`config.mk`:
```
export PLATFORM = sky130hd
export DESIGN_NAME = phase_sequencer_flat
export DESIGN_NICKNAME = d
export VERILOG_FILES = /design/src/rtl/phase_sequencer_if.sv /design/src/rtl/phase_sequencer.sv /design/src/flat_wrapper.sv
export SDC_FILE = /design/constraint.sdc
export NUM_CORES = 1
export LEC_CHECK = 0
export CAP_MARGIN = 0
export CORE_ASPECT_RATIO = 1.5
export CORE_MARGIN = 10
export CORE_UTILIZATION = 54
export DETAILED_ROUTE_END_ITERATION = 8
export PLACE_DENSITY = 0.85
export SKIP_CTS_REPAIR_TIMING = 1
export SYNTH_ARGS = -nofsm -noshare
export SYNTH_HDL_FRONTEND = slang
export SYNTH_SLANG_ARGS = --single-unit
```
`constraint.sdc`:
```
create_clock -name clk -period 3.8 [get_ports clk]
set_input_delay 0.76 -clock clk [delete_from_list [all_inputs] [get_ports clk]]
set_output_delay 0.76 -clock clk [all_outputs]
set_load 0.1 [all_outputs]
```
`src/rtl/phase_sequencer_if.sv`:
```
// rtl/phase_sequencer_if.sv - run-control and phase bundle between the sequencer and its controller
interface phase_sequencer_if #(
    parameter int CNT_W = 16
);
    logic             run;
    logic             halt;
    logic [2:0]       last_phase;
    logic             mem_req;
    logic             mem_ready;
    logic             alu_busy;
    logic             step_mode;
    logic             step;
    logic [7:0]       T;
    logic             busy;
    logic             halted;
    logic             fault;
    logic             instr_done;
    logic [CNT_W-1:0] cycle_cnt;
    logic [CNT_W-1:0] instr_cnt;

    modport master (
        output run, halt, last_phase, mem_req, mem_ready, alu_busy, step_mode, step,
        input  T, busy, halted, fault, instr_done, cycle_cnt, instr_cnt
    );

    modport slave (
        input  run, halt, last_phase, mem_req, mem_ready, alu_busy, step_mode, step,
        output T, busy, halted, fault, instr_done, cycle_cnt, instr_cnt
    );
endinterface

```
`src/rtl/phase_sequencer.sv`:
```
// rtl/phase_sequencer.sv - one-hot timing-phase generator and run-control FSM for the 8-bit CPU
module phase_sequencer #(
    parameter int CNT_W    = 16,
    parameter int WAIT_MAX = 255
) (
    input  logic                  clk,
    input  logic                  rst,
    phase_sequencer_if.slave      bus
);
    typedef enum logic [2:0] {
        S_IDLE,
        S_RUN,
        S_PAUSE,
        S_HALTED,
        S_FAULT
    } state_t;

    localparam logic [7:0] WAIT_LAST = 8'(WAIT_MAX - 1);

    state_t           state_q, state_d;
    logic [2:0]       ph_q, ph_d;
    logic [7:0]       wait_q, wait_d;
    logic [CNT_W-1:0] cycle_q, cycle_d;
    logic [CNT_W-1:0] instr_q, instr_d;
    logic             done_q, done_d;
    logic             stall;
    logic [2:0]       end_ph;

    // Short encodings still run the fetch phases T0..T3.
    assign end_ph = (bus.last_phase < 3'd3) ? 3'd3 : bus.last_phase;
    assign stall  = (bus.mem_req & ~bus.mem_ready) | ((ph_q == 3'd6) & bus.alu_busy);

    always_ff @(posedge clk or posedge rst) begin
        if (rst) begin
            state_q <= S_IDLE;
            ph_q    <= 3'd0;
            wait_q  <= 8'd0;
            cycle_q <= '0;
            instr_q <= '0;
            done_q  <= 1'b0;
        end else begin
            state_q <= state_d;
            ph_q    <= ph_d;
            wait_q  <= wait_d;
            cycle_q <= cycle_d;
            instr_q <= instr_d;
            done_q  <= done_d;
        end
    end

    always_comb begin
        state_d = state_q;
        ph_d    = ph_q;
        wait_d  = 8'd0;
        cycle_d = cycle_q;
        instr_d = instr_q;
        done_d  = 1'b0;

        unique case (state_q)
            S_IDLE: begin
                if (bus.run) begin
                    state_d = S_RUN;
                    ph_d    = 3'd0;
                end
            end
            S_RUN: begin
                cycle_d = cycle_q + CNT_W'(1);
                if (stall) begin
                    if (wait_q == WAIT_LAST) begin
                        state_d = S_FAULT;
                    end else begin
                        wait_d = wait_q + 8'd1;
                    end
                end else if (ph_q < end_ph) begin
                    ph_d = ph_q + 3'd1;
                end else begin
                    instr_d = instr_q + CNT_W'(1);
                    done_d  = 1'b1;
                    ph_d    = 3'd0;
                    // Completion exits are prioritised: HLT beats single-step beats run-off.
                    if (bus.halt) begin
                        state_d = S_HALTED;
                    end else if (bus.step_mode) begin
                        state_d = S_PAUSE;
                    end else if (!bus.run) begin
                        state_d = S_IDLE;
                    end
                end
            end
            S_PAUSE: begin
                if (!bus.run) begin
                    state_d = S_IDLE;
                end else if (bus.step || !bus.step_mode) begin
                    state_d = S_RUN;
                    ph_d    = 3'd0;
                end
            end
            S_HALTED: state_d = S_HALTED;
            S_FAULT:  state_d = S_FAULT;
            default:  state_d = S_IDLE;
        endcase
    end

    assign bus.T          = (state_q == S_RUN) ? (8'd1 << ph_q) : 8'd0;
    assign bus.busy       = (state_q == S_RUN);
    assign bus.halted     = (state_q == S_HALTED);
    assign bus.fault      = (state_q == S_FAULT);
    assign bus.instr_done = done_q;
    assign bus.cycle_cnt  = cycle_q;
    assign bus.instr_cnt  = instr_q;
endmodule

```
`src/flat_wrapper.sv`:
```
// flat-port wrapper written by rule: the top's interface ports become plain ports
module phase_sequencer_flat 
#(
    parameter int CNT_W    = 16,
    parameter int WAIT_MAX = 255
)
  (clk, rst, bus_run, bus_halt, bus_last_phase, bus_mem_req, bus_mem_ready, bus_alu_busy, bus_step_mode, bus_step, bus_T, bus_busy, bus_halted, bus_fault, bus_instr_done, bus_cycle_cnt, bus_instr_cnt);
  phase_sequencer_if #(.CNT_W(CNT_W)) bus_i ();
  input  logic clk;
  input  logic rst;
  input wire logic [$bits(bus_i.run)-1:0] bus_run;
  input wire logic [$bits(bus_i.halt)-1:0] bus_halt;
  input wire logic [$bits(bus_i.last_phase)-1:0] bus_last_phase;
  input wire logic [$bits(bus_i.mem_req)-1:0] bus_mem_req;
  input wire logic [$bits(bus_i.mem_ready)-1:0] bus_mem_ready;
  input wire logic [$bits(bus_i.alu_busy)-1:0] bus_alu_busy;
  input wire logic [$bits(bus_i.step_mode)-1:0] bus_step_mode;
  input wire logic [$bits(bus_i.step)-1:0] bus_step;
  output wire logic [$bits(bus_i.T)-1:0] bus_T;
  output wire logic [$bits(bus_i.busy)-1:0] bus_busy;
  output wire logic [$bits(bus_i.halted)-1:0] bus_halted;
  output wire logic [$bits(bus_i.fault)-1:0] bus_fault;
  output wire logic [$bits(bus_i.instr_done)-1:0] bus_instr_done;
  output wire logic [$bits(bus_i.cycle_cnt)-1:0] bus_cycle_cnt;
  output wire logic [$bits(bus_i.instr_cnt)-1:0] bus_instr_cnt;
  assign bus_i.run = bus_run;
  assign bus_i.halt = bus_halt;
  assign bus_i.last_phase = bus_last_phase;
  assign bus_i.mem_req = bus_mem_req;
  assign bus_i.mem_ready = bus_mem_ready;
  assign bus_i.alu_busy = bus_alu_busy;
  assign bus_i.step_mode = bus_step_mode;
  assign bus_i.step = bus_step;
  assign bus_T = bus_i.T;
  assign bus_busy = bus_i.busy;
  assign bus_halted = bus_i.halted;
  assign bus_fault = bus_i.fault;
  assign bus_instr_done = bus_i.instr_done;
  assign bus_cycle_cnt = bus_i.cycle_cnt;
  assign bus_instr_cnt = bus_i.instr_cnt;
  phase_sequencer #(.CNT_W(CNT_W), .WAIT_MAX(WAIT_MAX)) u_core (.clk(clk), .rst(rst), .bus(bus_i));
endmodule
```
[Word-level counts from Yosys, hierarchy flattened]
Cells that the tools add are included.
Word-level totals
  register bits: 47
  bits in latches: 0
  memory bits (writable): 0
  bits in read-only memories: 0
  input port bits: 12
  output and inout bits: 44
  logic and storage cells: 64
  memories: 0
Cells by class
  add/sub/neg operators: 4
  $mul: 0
  divide/modulo/power cells: 0
  magnitude comparators: 2
  eq/ne operators: 14
  shift operators: 1
  muxes and demuxes: 24
  bitwise logic cells: 6
  reduce and logical (&&, ||, !) cells: 7
Operators with widths (count)
  3-bit two-way mux: 15
  16-bit by 1-bit adder with 16-bit output (second input constant): 2
  8-bit two-way mux: 4
  3-bit one-hot mux with 5 select lines: 1
  5-bit AND reduction: 2
  3-bit one-hot mux with 3 select lines: 1
  8-bit by 1-bit adder with 8-bit output (second input constant): 1
  8-bit equality test (second input constant): 1
  1-bit by 3-bit left shift with 8-bit output (first input constant): 1
  3-bit by 2-bit equality test with 1-bit output (second input constant): 2
  3-bit equality test (second input constant): 2
  2-bit != test (second input constant): 3
  3-bit by 2-bit != test with 1-bit output (second input constant): 2
  5-bit by 4-bit != test with 1-bit output (second input constant): 1
  3-bit by 1-bit adder with 3-bit output (second input constant): 1
  3-bit by 1-bit equality test with 1-bit output (second input constant): 1
  3-bit zero test: 1
  3-bit by 2-bit < comparator with 1-bit output (second input constant): 1
  3-bit < comparator: 1
  1-bit two-way mux: 3
  3-bit != test (second input constant): 1
  1-bit NOT: 3
  3-bit AND reduction: 1
  3-bit nonzero test: 1
  5 further kinds: 6

[Longest topological paths before layout]
Gate-level depths: netlist of run 1.
  depth in word-level cells: 6
  depth in mapped cells: 7
  gate-level depth less buffers: 7

[Worst setup path after synthesis of run 1]
Ideal clock, no wire load.
  kind: reg-to-output
  start: register u_core.state_q[1]
  end: output bus_T[0]
  arrival: 2.758 ns
  required time: 3.040 ns
  setup slack: 0.282 ns
  stages on the path, launching flop included: 5
  buffers on the path: 2
  path through: dfrtp_1 buf_6 nor3b_4 clkbuf_1 and3_1
Between the ends
  word-level cells in the longest chain between the ends: 2
Ends and longest elaborated chain
  from (decl): line phase_sequencer.sv:20  | state_t state_q, state_d;
  from (signal assigned): line phase_sequencer.sv:42  | state_q <= state_d;
  3-bit by 1-bit equality test with 1-bit output
  via bus_busy: line flat_wrapper.sv:20  | output wire logic [$bits(bus_i.busy)-1:0] bus_busy;
  8-bit two-way mux: line phase_sequencer.sv:104  | assign bus.T = (state_q == S_RUN) ? (8'd1 << ph_q) : 8'd0;
  to (decl): line flat_wrapper.sv:19  | output wire logic [$bits(bus_i.T)-1:0] bus_T;
The timed path passes the listed nets, and every way through them passes these cells.

[Final worst setup path of run 1]
  start: register u_core.cycle_q[3] (netlist: u_core.bus.cycle_cnt[3])
  end: output bus_cycle_cnt[3]
RTL lines
  from (decl): line phase_sequencer.sv:23  | logic [CNT_W-1:0] cycle_q, cycle_d;
  from (signal assigned): line phase_sequencer.sv:45  | cycle_q <= cycle_d;
  to (decl): line flat_wrapper.sv:24  | output wire logic [$bits(bus_i.cycle_cnt)-1:0] bus_cycle_cnt;
No word-level cell between the ends.

==> results.sh, run 1 <==
export IMPL_status="finished, final reports clean"
export IMPL_period_share=0.734
export IMPL_grt_total_usage=0.144
export IMPL_rsz0062_at_grt="no"
export IMPL_syn_nets=246
export IMPL_start_kind="flop"
export IMPL_crit_type="reg2out"
export IMPL_core_um2=4280
export IMPL_synth_cell_types=37
export IMPL_clock_sinks=47
export IMPL_ys_seq_elements=47
export IMPL_insertion_delay_ps=310
export IMPL_antenna_cells=0
export IMPL_cellLeakagePower_nw=1.41
export IMPL_worst_path_max_fanout=7
export IMPL_cp_num_buf_inv=1
export IMPL_vias=1807
export IMPL_layout_drive_gt1_share=0.106
export IMPL_die_x_um=74.5
export IMPL_io_pins=56
export IMPL_synth_simple_area_share=0.232
export IMPL_critPathTopFamily="buffers and inverters"
export IMPL_setup_violations=0
export IMPL_slew_headroom=0.343
export IMPL_initial_core_util=0.563
export IMPL_synth_mux_area_fraction=0.00935
export IMPL_port_buffers=55
export IMPL_ctsRootBufferMaster="clkbuf_8"
export IMPL_grt_pass1_wl_um=8650
export IMPL_max_vdd_ir_drop_mv=0.511
export IMPL_ant_nets=0
export IMPL_synthAdderAreaFrac=0.0623
export IMPL_setup_tns_ps=0
export IMPL_synthXorXnorAreaFrac=0.131
export IMPL_required_ps=3040
export IMPL_rows=29
export IMPL_finalClockSkew_ps=9.06
export IMPL_drv_cap=0
export IMPL_yosys_warnings=0
export IMPL_synth_compound_area_frac=0.0556
export IMPL_grt_pass1_vias=1840
export IMPL_cpPeakStageDelay_ps=1200
export IMPL_hpwl_um=3900
export IMPL_synth_top_family_by_area="simple AND/OR/NAND/NOR gates"
export IMPL_gp_congestion=0.782
export IMPL_drc=0
export IMPL_hold_viol=0
export IMPL_htreeDepth=2
export IMPL_drv_slew=0
export IMPL_slowest_stage="clkdlybuf4s50_1"
export IMPL_post_drt_wl_per_cell_um=15.7
export IMPL_syn_inst=222
export IMPL_crit_path_end_kind="output port"
export IMPL_powerDensity_nw_per_um2=744
export IMPL_clk_pin_slew_ps=90
export IMPL_fmax_mhz=358
export IMPL_fill_cells=312
export IMPL_overflow=0
export IMPL_nets=305
export IMPL_cts_buffer_depth=2
export IMPL_fp_dieH_um=102
export IMPL_r2r_cells=4
export IMPL_worst_path_stages=1
export IMPL_viasPerCell=5.51
export IMPL_cts_tree="yes"
export IMPL_holdPathStages=1
export IMPL_seq_area_frac_synth=0.488
export IMPL_routed_wl_um=5160
export IMPL_die_area_um2=7590
export IMPL_synth_area_um2=2410
export IMPL_area_delta_synth_final_pct=27.9
export IMPL_total_power_mw=2.29
export IMPL_worst_slew_pin_slew_ps=982
export IMPL_drt_pre_antenna_iters=4
export IMPL_critPathArrivalTime_ps=2030
export IMPL_antenna_found_initial=0
export IMPL_finalCriticalPeriod_ps=2790
export IMPL_drt_initial_drc_count=134
export IMPL_holdCritPathClass="reg2reg"
export IMPL_cts_buffers=5
export IMPL_avgSynthCellArea_um2=10.9
export IMPL_crit_chain="clkdlybuf4s50_1"
export IMPL_grt_max_degree=48
-- routing by layer --
metal	track usage	routed length, um	vias up	part of all wire
met4	0.0570	97	0	0.019
met1	0.161	2100	863	0.41
met3	0.0611	409	8	0.079
met2	0.236	2550	51	0.50
li1	-	-	885	-
met5	0	0	-	0
-- synth_stat cells --
| master | count | share of area |
|---|---|---|
| nand3_2 | 1 | 0.0042 |
| ha_1 | 12 | 0.062 |
| o21ai_0 | 4 | 0.0083 |
| nand4b_1 | 1 | 0.0036 |
| nor4_1 | 1 | 0.0026 |
| mux2_2 | 2 | 0.0093 |
| nor2_1 | 14 | 0.022 |
| xor2_1 | 14 | 0.051 |
| or2_2 | 1 | 0.0026 |
| nand2_1 | 14 | 0.022 |
| or2_1 | 1 | 0.0026 |
| a2111oi_4 | 1 | 0.011 |
| and2_1 | 7 | 0.018 |
| xnor2_1 | 22 | 0.080 |
| a21oi_4 | 1 | 0.0068 |
| a21o_1 | 3 | 0.0093 |
| nor3_1 | 3 | 0.0062 |
| nand4_1 | 11 | 0.029 |
| buf_4 | 1 | 0.0031 |
| inv_1 | 8 | 0.012 |
| nand3_1 | 16 | 0.033 |
| or2b_1 | 1 | 0.0031 |
| nor2b_1 | 5 | 0.013 |
| o221a_2 | 1 | 0.0047 |
| nand3b_1 | 1 | 0.0031 |
| dfrtp_1 | 47 | 0.49 |
| a21oi_1 | 4 | 0.0083 |
| and4_1 | 3 | 0.011 |
| o211ai_1 | 1 | 0.0031 |
| nand2b_1 | 2 | 0.0052 |
| nand3_4 | 1 | 0.0073 |
| o32ai_1 | 1 | 0.0036 |
| buf_6 | 1 | 0.0047 |
| nor2_2 | 1 | 0.0026 |
| and3_1 | 13 | 0.034 |
| clkbuf_1 | 1 | 0.0016 |
| nor3b_4 | 1 | 0.0078 |
-- final timing paths --
| kind | from | end | slack, ps |
|---|---|---|---|
| hold reg to reg | u_core.bus.cycle_cnt[15] | u_core.bus.cycle_cnt[15] | 470 |
| setup reg to reg | u_core.state_q[1] | u_core.bus.instr_cnt[1] | 1670 |
| setup / recovery | u_core.bus.cycle_cnt[3] | bus_cycle_cnt[3] | 1010 |
| hold / removal | u_core.bus.cycle_cnt[15] | u_core.bus.cycle_cnt[15] | 470 |
| max in group asynchronous | rst | u_core.bus.instr_cnt[0] | 2220 |
| min in group asynchronous | rst | u_core.bus.cycle_cnt[10] | 980 |
-- area by class of cell --
type	count	area (um^2)	area share
clock inverter	3	46.3	0.0150
sequential	47	1180	0.381
inverter	8	30.0	0.00974
clock buffer	5	68.8	0.0223
timing repair buffer	55	523	0.170
multi-input combinational	164	1180	0.383
tap	46	57.6	0.0187
-- kinds of logic after synthesis --
logic type      after synthesis
simple gates                 98
xor+xnor                     36
fa+ha+maj                    12
mux                           2
compound gates               16
buf+inv                      11
flops                        47
-- worst register-to-register path, cell delays in order, from the launching register on --
cell and delay (ps):
dfrtp_1 500, nor3b_4 630, nand3_2 180, a21oi_4 330
mux2_2 370
-- sequential cells by signal, indices dropped and copies added (netlist names) --
name,count
u_core.bus.cycle_cnt,16
u_core.state_q,3
u_core.bus.instr_done,1
u_core.ph_q,3
u_core.wait_q,8
u_core.bus.instr_cnt,16
-- cell usage in the layout (no fill, tap or decap), types with 2 or more instances in the layout --
master	instances
nor2_1	14
and3_1	13
xnor2_1	22
a21o_1	3
nand4_1	11
nor3_1	3
dfrtp_1	47
nor2b_1	5
clkdlybuf4s50_1	44
buf_4	11
o21ai_0	4
nand2_1	14
and2_1	7
nand2b_1	2
and4_1	3
clkbuf_8	5
mux2_2	2
nand3_1	16
inv_1	7
ha_1	12
a21oi_1	4
xor2_1	14
-- power by group --
part	internal, mW	switching [mW]
Combinational	0.307	0.898
Sequential	0.584	0.129
Clock	0.198	0.178
-- per-stage QoR --
stage	instance area, um^2	util	cells	hold WS, ps	worst slack (ps)
2_1_floorplan	2410	-	222	492	282
3_3_place_gp	2970	0.693	320	457	1050
3_5_place_dp	2970	0.693	320	459	951
4_1_cts	3080	0.720	328	474	998
5_1_grt	3080	0.720	328	510	949
6_report	3080	0.720	328	468	1010
Note: power is estimated with default switching activity, not from simulation.
==> run 2, diff against run 1 <==
- CORE_UTILIZATION: 54 -> 50
- PLACE_DENSITY: 0.85 -> 0.8
- clock period: 3.8 -> 2.8 ns (I/O delays scaled with it)
==> run 2 against run 1 <==
Effect of this change: clock-buffer cell count up 1; global-route usage decreased by 1.0 points; sequential share of layout area is 0.64 points lower; power increased by 36%; clock power rose by 6.4%; cell area up 1.7%; hold slack better by 9.7 ps; critical path depth up 3; wire length rose by 3.3%.
==> results.sh, run 2 (synthesis results as in run 1) <==
export IMPL_initial_core_util=0.526
export IMPL_holdCritPathClass="reg2reg"
export IMPL_cpPeakStageDelay_ps=490
export IMPL_die_area_um2=8050
export IMPL_slew_headroom=0.597
export IMPL_layout_commonest_cell="dfrtp_1"
export IMPL_place_area_um2=3050
export IMPL_crit_type="reg2out"
export IMPL_min_delay_start="u_core.bus.cycle_cnt[15]"
export IMPL_drt_pre_antenna_iters=4
export IMPL_viasPerCell=5.21
export IMPL_min_to="u_core.bus.cycle_cnt[15]"
export IMPL_period_share=0.839
export IMPL_setup_tns_ps=0
export IMPL_worst_path_max_fanout=11
export IMPL_r2r_slack_ps=750
export IMPL_worst_slack_ps=450
export IMPL_layout_drive_gt1_share=0.249
export IMPL_cts_buffer_depth=2
export IMPL_cts_tree="yes"
export IMPL_fill_cells=366
export IMPL_critPathArrivalTime_ps=1790
export IMPL_antenna_found_initial=0
export IMPL_cellLeakagePower_nw=1.49
export IMPL_max_vdd_ir_drop_mv=1.18
export IMPL_antenna_cells=0
export IMPL_port_buffers=55
export IMPL_overflow=0
export IMPL_p_comb_frac=0.561
export IMPL_place_ws_ps=165
export IMPL_utilization=0.685
export IMPL_grt_pass1_vias=1943
export IMPL_insertion_delay_ps=300
export IMPL_hold_viol=0
export IMPL_r2r_cells=7
export IMPL_internal_power_mw=1.48
export IMPL_status="finished, final reports clean"
export IMPL_slowest_stage="dfrtp_1"
export IMPL_clk_pin_slew_ps=90
export IMPL_drv_cap=0
export IMPL_grt_pass1_wl_um=9140
export IMPL_post_drt_wl_per_cell_um=15.3
export IMPL_worst_slew_pin_slew_ps=601
export IMPL_powerDensity_nw_per_um2=995
export IMPL_crit_chain="nor3b_4 -> buf_4 -> and3_2 -> buf_12"
export IMPL_drt_initial_drc_count=70
export IMPL_clkPwrFrac=0.128
export IMPL_io_pins=56
export IMPL_p_sw_mw=1.64
export IMPL_r2r_start="u_core.ph_q[0]"
export IMPL_grt_total_usage=0.134
export IMPL_final_cell_mix="47 x dfrtp_1, 38 x buf_4, 22 x xnor2_1, 16 x nand3_1"
export IMPL_cts_buffers=5
export IMPL_crit_path_end_kind="output port"
export IMPL_total_power_mw=3.12
export IMPL_finalClockSkew_ps=6.91
export IMPL_drv_slew=0
export IMPL_routed_wl_um=5330
export IMPL_die_x_um=76.7
export IMPL_start_kind="flop"
export IMPL_fmax_mhz=426
export IMPL_rsz0062_at_grt="no"
export IMPL_finalCriticalPeriod_ps=2350
export IMPL_r2r_end="u_core.state_q[0]"
export IMPL_fp_dieH_um=105
export IMPL_vias=1817
export IMPL_clock_sinks=47
export IMPL_required_ps=2240
export IMPL_hpwl_um=4180
export IMPL_final_area_um2=3140
export IMPL_grt_max_degree=48
export IMPL_gp_congestion=0.844
export IMPL_seqPwrFrac=0.311
export IMPL_ctsRootBufferMaster="clkbuf_8"
export IMPL_core_um2=4580
export IMPL_switching_share=0.526
export IMPL_rows=30
export IMPL_holdPathStages=1
export IMPL_setup_violations=0
export IMPL_htreeDepth=2
export IMPL_drc=0
export IMPL_ant_nets=0
export IMPL_area_delta_synth_final_pct=30.1
export IMPL_nets=308
run 2: cell type report:
class / count / area [um^2] / share of cell area
multi-input combinational: 164 / 1190 / 0.379
timing repair buffer: 58 / 576 / 0.184
clock inverter: 2 / 12.5 / 0.00399
inverter: 8 / 30.0 / 0.00958
sequential: 47 / 1180 / 0.375
clock buffer: 6 / 72.6 / 0.0231
tap: 64 / 80.1 / 0.0255
run 2: worst max-delay path, delay by kind of cell (launching register included):
family / cells / cell delay [ps]
AND/OR/NAND/NOR: 2 / 590
flip-flops: 1 / 490
buffers and inverters: 2 / 400
run 2: through the flow:
stage / hold slack (ps) / cells
2_1_floorplan: 492 / 222
3_3_place_gp: 458 / 341
3_5_place_dp: 470 / 341
4_1_cts: 482 / 349
5_1_grt: 513 / 349
6_report: 478 / 349
run 2: worst max-delay path by stage:
| stage | slack [ps] | to | from |
|---|---|---|---|
| final | 450 | bus_T[5] | u_core.state_q[1] |
| after global routing | 370 | u_core.bus.instr_cnt[9] | bus_last_phase[2] |
| after CTS | 440 | bus_T[5] | u_core.state_q[1] |
| after detailed placement | 170 | u_core.bus.instr_cnt[13] | bus_last_phase[2] |
| after global placement | 230 | u_core.state_q[0] | bus_last_phase[2] |
| after floorplan | 10 | bus_T[3] | u_core.state_q[1] |
run 2: per-layer routing:
metal | track usage | wire, um | up-vias
met1 | 0.148 | 2220 | 873
met5 | 0 | 0 | -
met3 | 0.0420 | 278 | 8
met4 | 0.0293 | 51 | 0
met2 | 0.241 | 2770 | 48
li1 | - | - | 888
run 2: power by group through the flow:
stage,sequential [mW],clock [mW],combinational (mW)
finish,0.970,0.400,1.75
global route,0.995,0.437,1.84
CTS,0.968,0.406,1.76
detailed placement,0.978,0,1.76
global placement,0.974,0,1.74
floorplan,1.48,0,0.788
==> run 3, diff against run 2 <==
- clock period: 2.8 -> 2.4 ns (I/O delays scaled with it)
==> run 3 against run 2 <==
Effect of this change: hold slack got worse by 4.4 ps; sequential share of layout area decreased by 1.0 points; sequential cell count unchanged; critical path depth increased by 3; die area unchanged; clock skew increased by 6.2 ps; critical path type is now in2reg.
==> results.sh, run 3 (synthesis results as in run 1) <==
export IMPL_status="finished, final reports clean"
export IMPL_holdPathStages=1
export IMPL_hpwl_um=4100
export IMPL_clock_sinks=47
export IMPL_slew_headroom=0.569
export IMPL_worst_path_stages=7
export IMPL_drv_cap=0
export IMPL_nets=310
export IMPL_cpPeakStageDelay_ps=470
export IMPL_layout_drive_gt1_share=0.268
export IMPL_powerDensity_nw_per_um2=1180
export IMPL_fmax_mhz=448
export IMPL_cts_buffers=5
export IMPL_fp_dieH_um=105
export IMPL_hold_viol=0
export IMPL_required_ps=2590
export IMPL_finalHoldWorstSlack_ps=474
export IMPL_grt_pass1_wl_um=9000
export IMPL_period_share=0.930
export IMPL_vias=1862
export IMPL_ant_nets=0
export IMPL_rows=30
export IMPL_core_um2=4580
export IMPL_drt_initial_drc_count=72
export IMPL_setup_violations=0
export IMPL_worst_path_max_fanout=4
export IMPL_cts_tree="yes"
export IMPL_grt_total_usage=0.132
export IMPL_ctsRootBufferMaster="clkbuf_8"
export IMPL_max_vdd_ir_drop_mv=0.869
export IMPL_r2r_cells=5
export IMPL_crit_path_end_kind="flop"
export IMPL_setup_tns_ps=0
export IMPL_die_area_um2=8050
export IMPL_viasPerCell=5.30
export IMPL_insertion_delay_ps=300
export IMPL_fill_cells=363
export IMPL_io_pins=56
export IMPL_gp_congestion=0.816
export IMPL_antenna_cells=0
export IMPL_initial_core_util=0.526
export IMPL_antenna_found_initial=0
export IMPL_drt_pre_antenna_iters=4
export IMPL_final_cell_mix="47 x dfrtp_1, 37 x buf_4, 22 x xnor2_1, 16 x nand3_1"
export IMPL_grt_max_degree=28
export IMPL_finalCriticalPeriod_ps=2230
export IMPL_utilization=0.704
export IMPL_area_delta_synth_final_pct=33.7
export IMPL_start_kind="input port"
export IMPL_critPathTopFamily="compound AO/OA/AOI/OAI gates"
export IMPL_overflow=0
export IMPL_worst_slew_pin_slew_ps=646
export IMPL_critPathArrivalTime_ps=2430
export IMPL_place_ws_ps=-132
export IMPL_cts_buffer_depth=2
export IMPL_finalClockSkew_ps=13.1
export IMPL_cellLeakagePower_nw=1.53
export IMPL_holdCritPathClass="reg2reg"
export IMPL_die_x_um=76.7
export IMPL_crit_chain="clkdlybuf4s50_1 -> inv_1 -> ha_1 -> o211ai_1 -> a21o_1 -> o221a_2 -> or2_2"
export IMPL_htreeDepth=2
export IMPL_cp_num_buf_inv=2
export IMPL_clk_pin_slew_ps=90
export IMPL_drv_slew=0
export IMPL_crit_type="in2reg"
export IMPL_post_drt_wl_per_cell_um=14.9
export IMPL_rsz0062_at_grt="no"
export IMPL_drc=0
export IMPL_port_buffers=55
export IMPL_grt_pass1_vias=1939
export IMPL_total_power_mw=3.81
export IMPL_routed_wl_um=5250
export IMPL_layout_commonest_cell="dfrtp_1"
export IMPL_slowest_stage="clkdlybuf4s50_1"
export IMPL_worst_slack_ps=168
## run 3: through the flow
step                area, um^2  instances
global placement          3110        343
detailed placement        3110        343
CTS                       3220        351
global route              3220        351
floorplan                 2430        222
finish                    3220        351
## run 3: power breakdown
group          internal (mW)  total (mW)  switching [mW]
logic                  0.642        2.11            1.47
clock network          0.314       0.583           0.269
registers              0.926        1.12           0.191
## run 3: path summary, 6_finish.rpt
check / slack, ps / startpoint / end
worst max-delay path: 170 / bus_last_phase[2] / u_core.state_q[0]
worst min-delay path: 470 / u_core.bus.cycle_cnt[15] / u_core.bus.cycle_cnt[15]
worst max register to register: 370 / u_core.ph_q[2] / u_core.state_q[0]
worst min register to register: 470 / u_core.bus.cycle_cnt[15] / u_core.bus.cycle_cnt[15]
max in group asynchronous: 1280 / rst / u_core.wait_q[4]
min in group asynchronous: 540 / rst / u_core.bus.cycle_cnt[9]
## run 3: per-layer routing
metal	share of wire	wire length, um	track usage
met5	0	0	0
met1	0.42	2200	0.142
met3	0.052	272	0.0403
met4	0.012	63	0.0467
met2	0.52	2710	0.236
## run 3: area by class of cell
| class | instances | area (um^2) | area share |
|---|---|---|---|
| Multi-Input combinational cell | 164 | 1190 | 0.370 |
| Timing Repair Buffer | 60 | 628 | 0.195 |
| Clock inverter | 3 | 46.3 | 0.0144 |
| Inverter | 8 | 30.0 | 0.00932 |
| Sequential cell | 47 | 1180 | 0.365 |
| Clock buffer | 5 | 68.8 | 0.0214 |
| Tap cell | 64 | 80.1 | 0.0248 |
## run 3: worst reg2reg max path: stages, from the launching register on
cell	delay (ps)
dfrtp_1	470
ha_1	330
o211ai_1	260
a21o_1	280
o221a_2	290
or2_2	290
